`config.mk`:
```
export PLATFORM = sky130hd
export DESIGN_NAME = tri_bus_arbiter
export DESIGN_NICKNAME = d
export VERILOG_FILES = /design/src/rtl/tri_bus_arbiter.sv
export SDC_FILE = /design/constraint.sdc
export NUM_CORES = 1
export LEC_CHECK = 0
export ABC_AREA = 1
export ABC_CLOCK_PERIOD_IN_PS = 1560
export CORE_MARGIN = 4
export CORE_UTILIZATION = 49
export DETAILED_ROUTE_END_ITERATION = 6
export HOLD_SLACK_MARGIN = 0.02
export PLACE_DENSITY = 0.85
export SLEW_MARGIN = 30
export SYNTH_ARGS = -nofsm -noshare
export SYNTH_HDL_FRONTEND = slang
export SYNTH_SLANG_ARGS = --single-unit
export TNS_END_PERCENT = 1
```
`constraint.sdc`:
```
create_clock -name CLK -period 1.56 [get_ports CLK]
set_clock_uncertainty 0.2 [all_clocks]
set_input_delay 0.234 -clock CLK [delete_from_list [all_inputs] [get_ports CLK]]
set_output_delay 0.234 -clock CLK [all_outputs]
set_load 0.02 [all_outputs]
```
`src/rtl/tri_bus_arbiter.sv`:
```
// Round-robin arbiter for four requesters sharing one tri-state bus.
// Each grant drives the bus for at most max_burst cycles. A fixed number
// of idle turnaround cycles, with every output enable low, separates two
// owners so that no two drivers ever overlap on the wire.
module tri_bus_arbiter #(
  parameter int width      = 1,
  parameter int turnaround = 1,
  parameter int max_burst  = 16
) (
  input  logic               CLK,
  input  logic               RST_N,
  input  logic [3:0]         REQ,
  input  logic [4*width-1:0] DIN,
  output logic [3:0]         GRANT,
  output logic [3:0]         OE,
  output logic [width-1:0]   BUS_DOUT,
  output logic               BUSY
);

  typedef enum logic [1:0] {
    ST_IDLE  = 2'd0,
    ST_DRIVE = 2'd1,
    ST_TURN  = 2'd2
  } state_t;

  localparam logic [7:0] LP_MAX_BURST  = 8'(max_burst);
  localparam logic [3:0] LP_TURNAROUND = 4'(turnaround);

  state_t     r_state, w_stateNext;
  logic [1:0] r_ptr, w_ptrNext;
  logic [1:0] r_owner, w_ownerNext;
  logic [7:0] r_bcnt, w_bcntNext;
  logic [3:0] r_tcnt, w_tcntNext;
  logic [3:0] r_grant, w_grantNext;
  logic       w_selValid;
  logic [1:0] w_selIdx;
  logic       w_release;

  // Round-robin search starting at the pointer. The loop runs from the
  // farthest offset down, so the closest active requester is written last.
  always_comb begin
    w_selValid = 1'b0;
    w_selIdx   = r_ptr;
    for (int i = 3; i >= 0; i--) begin
      if (REQ[r_ptr + 2'(i)]) begin
        w_selValid = 1'b1;
        w_selIdx   = r_ptr + 2'(i);
      end
    end
  end

  // The owner lets go when its request drops or its burst is used up.
  // If both happen on the same edge, it still counts as one release.
  always_comb begin
    w_release = !REQ[r_owner] || (r_bcnt == LP_MAX_BURST);
  end

  // Next-state logic. New grants come only from IDLE or from the last
  // turnaround cycle. While the bus is owned or turning around, requests
  // from other requesters are ignored.
  always_comb begin
    w_stateNext = r_state;
    w_ptrNext   = r_ptr;
    w_ownerNext = r_owner;
    w_bcntNext  = r_bcnt;
    w_tcntNext  = r_tcnt;
    w_grantNext = r_grant;
    case (r_state)
      ST_IDLE: begin
        if (w_selValid) begin
          w_stateNext = ST_DRIVE;
          w_ownerNext = w_selIdx;
          w_grantNext = 4'b0001 << w_selIdx;
          w_bcntNext  = 8'd1;
        end
      end
      ST_DRIVE: begin
        if (w_release) begin
          w_stateNext = ST_TURN;
          w_grantNext = 4'b0000;
          w_tcntNext  = LP_TURNAROUND;
          w_ptrNext   = r_owner + 2'd1;
        end else begin
          w_bcntNext = r_bcnt + 8'd1;
        end
      end
      ST_TURN: begin
        if (r_tcnt <= 4'd1) begin
          w_tcntNext = 4'd0;
          if (w_selValid) begin
            w_stateNext = ST_DRIVE;
            w_ownerNext = w_selIdx;
            w_grantNext = 4'b0001 << w_selIdx;
            w_bcntNext  = 8'd1;
          end else begin
            w_stateNext = ST_IDLE;
          end
        end else begin
          w_tcntNext = r_tcnt - 4'd1;
        end
      end
      default: begin
        w_stateNext = ST_IDLE;
        w_grantNext = 4'b0000;
      end
    endcase
  end

  // State register. Reset clears the grant at once, so the bus drivers
  // stop immediately without waiting for a turnaround.
  always_ff @(posedge CLK or negedge RST_N) begin
    if (!RST_N) begin
      r_state <= ST_IDLE;
      r_ptr   <= 2'd0;
      r_owner <= 2'd0;
      r_bcnt  <= 8'd0;
      r_tcnt  <= 4'd0;
      r_grant <= 4'b0000;
    end else begin
      r_state <= w_stateNext;
      r_ptr   <= w_ptrNext;
      r_owner <= w_ownerNext;
      r_bcnt  <= w_bcntNext;
      r_tcnt  <= w_tcntNext;
      r_grant <= w_grantNext;
    end
  end

  // The bus mux is driven straight from the registered grant, with no data
  // register in the path. It reads all zeros when nobody owns the bus.
  always_comb begin
    BUS_DOUT = '0;
    for (int k = 0; k < 4; k++) begin
      if (r_grant[k]) begin
        BUS_DOUT = BUS_DOUT | DIN[k*width +: width];
      end
    end
  end

  assign GRANT = r_grant;
  assign OE    = r_grant;
  assign BUSY  = (r_state != ST_IDLE);

endmodule

```
Word-level counts from Yosys, hierarchy flattened:

Cells that the tools add are included.

* output and inout bits: 10
* word-level logic and storage cells: 83
* input port bits: 10
* flip-flop bits (word level): 22

* $lt $le $gt $ge: 6
* reduce and logical (&&, ||, !) cells: 13
* eq/ne operators: 7
* shift-type cells: 1
* bitwise gates (word level): 3
* add/sub/neg operators: 6
* muxes and demuxes: 41

Operator list (count)
* 2-to-1 mux 8 bit: 3
* case mux 8 bit (3 select lines): 1
* 2-to-1 mux 4 bit: 5
* 2-to-1 mux 2 bit: 9
* < comparator 2 x 3 -> 1 bit, second input constant: 5
* 2-to-1 mux 1 bit: 14
* case mux 4 bit (3 select lines): 1
* binary-select mux 1 bit (select 2 bit): 5
* adder 8 x 1 -> 8 bit, second input constant: 1
* == test 8 x 5 -> 1 bit, second input constant: 1
* != test 2 bit, second input constant: 4
* case mux 4 bit (2 select lines): 1
* AND reduction 2 bit: 4
* case mux 2 bit (3 select lines): 1
* AND reduction 3 bit: 2
* nonzero test 2 bit: 3
* adder 2 x 1 -> 2 bit, second input constant: 2
* adder 2 bit, second input constant: 2
* <= comparator 4 x 1 -> 1 bit, second input constant: 1
* case mux 2 bit (2 select lines): 1
* << shifter 1 x 2 -> 4 bit, first input constant: 1
* subtractor 4 x 1 -> 4 bit, second input constant: 1
* OR 1 bit: 3
* nonzero test 3 bit: 1
* 5 further kinds: 5

Depth between registers and ports, before layout:

* word-level depth: 11
* mapped depth: 12
* gate-level depth less buffers: 12

Least setup slack after synthesis:

Ideal clock, no wire load.

* kind: register to register
* from: register r_tcnt[0]
* to: register r_bcnt[7]
* clock period less this slack: 1.714 ns
* arrival time: 1.398 ns
* data required time: 1.244 ns
* cell stages (with the launch flop): 10
* setup slack: -0.154 ns
* library setup time: 0.116 ns
* path buffers: 0
* cell sequence: dfrtp_1 -> inv_1 -> ha_1 -> o21ai_0 -> o21ai_0 -> nand2_4 -> nand2_8 -> inv_4 -> nand2_1 -> nand2_1

* longest elaborated chain between the ends: 3

Ends and longest elaborated chain
* from (decl): line 33 `logic [3:0] r_tcnt, w_tcntNext;`
* from (signal assigned): line 124 `r_tcnt <= w_tcntNext;`
* <= comparator 4 x 1 -> 1 bit: line 88 `if (r_tcnt <= 4'd1) begin`
* != test 2 bit (no source line)
* AND reduction 3 bit (no source line)
* to (signal assigned): line 123 `r_bcnt <= w_bcntNext;`
* to (decl): line 32 `logic [7:0] r_bcnt, w_bcntNext;`

Every way passes these cells.
A chain may end at the register's enable or synchronous reset.

Worst setup path in the final report:

* from: register r_ptr[0]
* to: register r_grant[0] (netlist: GRANT[0])

* longest elaborated chain between the ends: 11
* elaborated cells between the ends (all ways): 23
* classes of those cells: add/sub (3); shift (1); mux (19)

Ends and longest elaborated chain
* from (decl): line 30 `logic [1:0] r_ptr, w_ptrNext;`
* from (signal assigned): line 121 `r_ptr <= w_ptrNext;`
* adder 2 bit: line 45, 47
* binary-select mux 1 bit (select 2 bit): line 45 `if (REQ[r_ptr + 2'(i)]) begin`
* 2-to-1 mux 1 bit (not written as such): line 45
* 2-to-1 mux 2 bit (4 in a row): line 45
* << shifter 1 x 2 -> 4 bit: line 73, 93
* 2-to-1 mux 4 bit (*): line 70, 90
* 2-to-1 mux 4 bit: line 88
* case mux 4 bit (3 select lines) (*): line 68 `case (r_state)`
* to (signal assigned): line 125 `r_grant <= w_grantNext;`
* to (decl): line 34 `logic [3:0] r_grant, w_grantNext;`

Mark *: on every way between the ends. The rest lies on a longest branch, timed or not. The select of a mux whose other input is x is not followed.

==> run metrics <==
pin slew with the least headroom to its limit=0.326 ns; Die Span Y=62.7 um; cell depth of the worst setup path=12; worst flop-to-flop path endpoint=GRANT[0]; fin. max-slew vios=0; final routed DRC violation total=0; residual antenna-violating net count after detailed routing=0; number of setup violations in the final report=22; Hold Violations, Final=0; count of warnings emitted by yosys=0; share of post-route cells with drive strength above 1=44.7%; level count of the clock H-tree=1; type of the tightest min-delay check=primary input to async pin; pin count of the biggest net entering global routing=23; initial DRC count=79; Post-CTS Hold Fix Bufs=0; share of synthesized area occupied by flip-flops and latches=between 30 and 40%; clock insertion delay at the later pin of the skew report=0.32 ns; total number of nets in the final design=290; Inserted Diodes=0; Post-Route Setup TNS=-3.79 ns; total power consumption of the routed design=between 4 and 5 mW; Power Density=approximately 2200 nW/um2; total CTS buffers=3; wire length per cell after detailed routing=approximately 15 um; origin of the critical flop-to-flop path=r_ptr[0]; clock net sink count=22; kind of critical path=register to register; total via count in the routed design=1636; sum of buffers and inverters on the critical path=3; routability cong.=0.911; worst path arrival time=around 1.8 ns; max-cap viol count=0; total wire length=4.65 mm; run status=complete, but fails checks; last element of the critical path=GRANT[0]; global-route wire length before repair=7.27 mm; CTS tree=done; worst path required time=~1.6 ns; depth of the worst register-to-register path=12; count of mapped cells out of synthesis=210; top-level port count=20; Max Fanout on Critical Path=8; initial core utilization=52.3%; fill count=185; Seq cells post-synth=22; leading cell type in the layout, fill and taps excluded=nand2_1; Slowest Stage Delay on Critical Path=about 0.48 ns; category of the worst setup path launch point=register; area of the mapped netlist=1470 um2; worst vdd rail ir drop=between 0.001 and 0.0015 V; global-route usage over all layers=between 20% and 30%; Chip Width=roughly 63 um; ratio of final minimum period to clock period=117%; Clock Tree Root=clkbuf_4; DIE AREA=3940 um2; IO buf count=19; CP startpoint=r_ptr[0]; Core Util, Final=between 80% and 90%; overflow left after global routing=0; synthesis-to-finish area growth=53.9%; total nets after synthesis=224; setup slack after layout=-0.261 ns; failing checks=negative setup slack; number of core rows=19; HPWL after detailed placement=2.68 mm; Mapped Avg Cell Area=6.99 um2; worst hold slack=0.0453 ns; CTS Buffer Depth=2; Leakage=1.21 nW; clock period minus final worst setup slack=around 1.8 ns; RSZ-0062 raised after global routing=yes; Top cell by count, worst path=nand2_2; drt pass-1 iters=4; worst slew margin relative to its limit=78.1%; top cell family by delay on the critical path=simple AND/OR/NAND/NOR gates; distinct cell type count after synthesis=27; antenna violations before repair=0; CP max-delay cell=dfrtp_2; placeable core region=between 2000 and 3000 um2; per-cell via count in the routed design=5.35; Critical Path End Type=register; timing-limited maximum frequency=549 MHz; CP cell instances=buf_8 > nand2_4 > nand2_4 > nand2_2 > nand2_2 > inv_1 > nand2_2 > nand3_2 > nand2_2 > buf_4 > nand4_1 > nand2_1; setup slack, reg-to-reg=-0.26 ns; most used cells in the layout excluding fill and tap cells=54 x nand2_1, 43 x buf_4, 20 x dfrtp_1, 20 x inv_1, 18 x nand2_2; clk slew on worst S/H paths=0.13 ns; minimum setup slack after placement=-0.427 ns; number of global-route vias before repair=~1600
-- layout make-up --
cell class              instances  area, um2  share of cell area [%]
clock buffers                   4       36.3                    1.61
inverters                      28        118                    5.21
multi-input cells             156       1010                    44.8
flip-flops and latches         22        553                    24.5
well taps                      31       38.8                    1.72
repair buffers                 65        500                    22.2
-- cells by family (layout without fill, tap and decap cells) --
logic type	Yosys count	in the layout	synth area share, %
xor+xnor	5	5	2.98
compound gates	21	21	7.84
flops	22	22	37.5
fa+ha+maj	4	4	3.41
buf+inv	33	97	10.1
simple gates	125	126	38.1
-- synthesized netlist by cell type, drive strengths merged --
| cell | instances | area [um2] |
|---|---|---|
| ha | 4 | 50.1 |
| nand4 | 7 | 50.1 |
| nor2 | 14 | 55.1 |
| nor3 | 2 | 10.0 |
| inv | 28 | 108 |
| a21oi | 6 | 33.8 |
| buf | 5 | 41.3 |
| nand3 | 15 | 75.1 |
| dfrtp | 22 | 551 |
| o211ai | 1 | 7.51 |
| nand2 | 86 | 362 |
| nor3b | 1 | 7.51 |
| a21boi | 1 | 7.51 |
| a31oi | 1 | 6.26 |
| xor2 | 4 | 35.0 |
| o21ai | 12 | 60.1 |
| xnor2 | 1 | 8.76 |
-- worst min-delay path by stage --
stage                   from    endpoint  slack, ns  cells past startpoint
finish                 RST_N    GRANT[2]       0.05                      2
global route           RST_N  r_owner[1]       0.05                      2
CTS                    RST_N    r_ptr[1]       0.07                      2
detailed placement  GRANT[0]    GRANT[0]       0.31                      2
global placement    GRANT[0]    GRANT[0]       0.30                      2
floorplan              RST_N    GRANT[0]      -0.26                      0
-- registers in the layout (all words and copies together) (netlist names) --
name and cells:
r_ptr 2, r_tcnt 4, r_owner 2, r_bcnt 8, GRANT 4, r_state 2
-- power by group --
| group | switching, mW | internal [mW] |
|---|---|---|
| clock network | 0.189 | 0.143 |
| registers | 0.165 | 0.755 |
| logic | 2.16 | 1.53 |
-- stage by stage --
step | std cells | area (um2)
after CTS | 301 | 2090
after detailed placement | 288 | 1920
after global placement | 288 | 1920
after global routing | 306 | 2260
final | 306 | 2260
after floorplan | 210 | 1490
-- metal layers --
metal	up-vias	share of wire [%]	GRT usage (%)
li1	798	-	-
met2	49	56	44.2
met4	0	3.8	10.7
met3	16	3.2	2.70
met5	-	0	0
met1	773	37	25.3
-- repair_timing --
action,CTS,global route
endpoints found under the setup margin,32,28
resized for setup,65,44
gates cloned,1,0
pin swaps,16,15
buffers inserted,8,5
(Power assumes the default switching activity.)
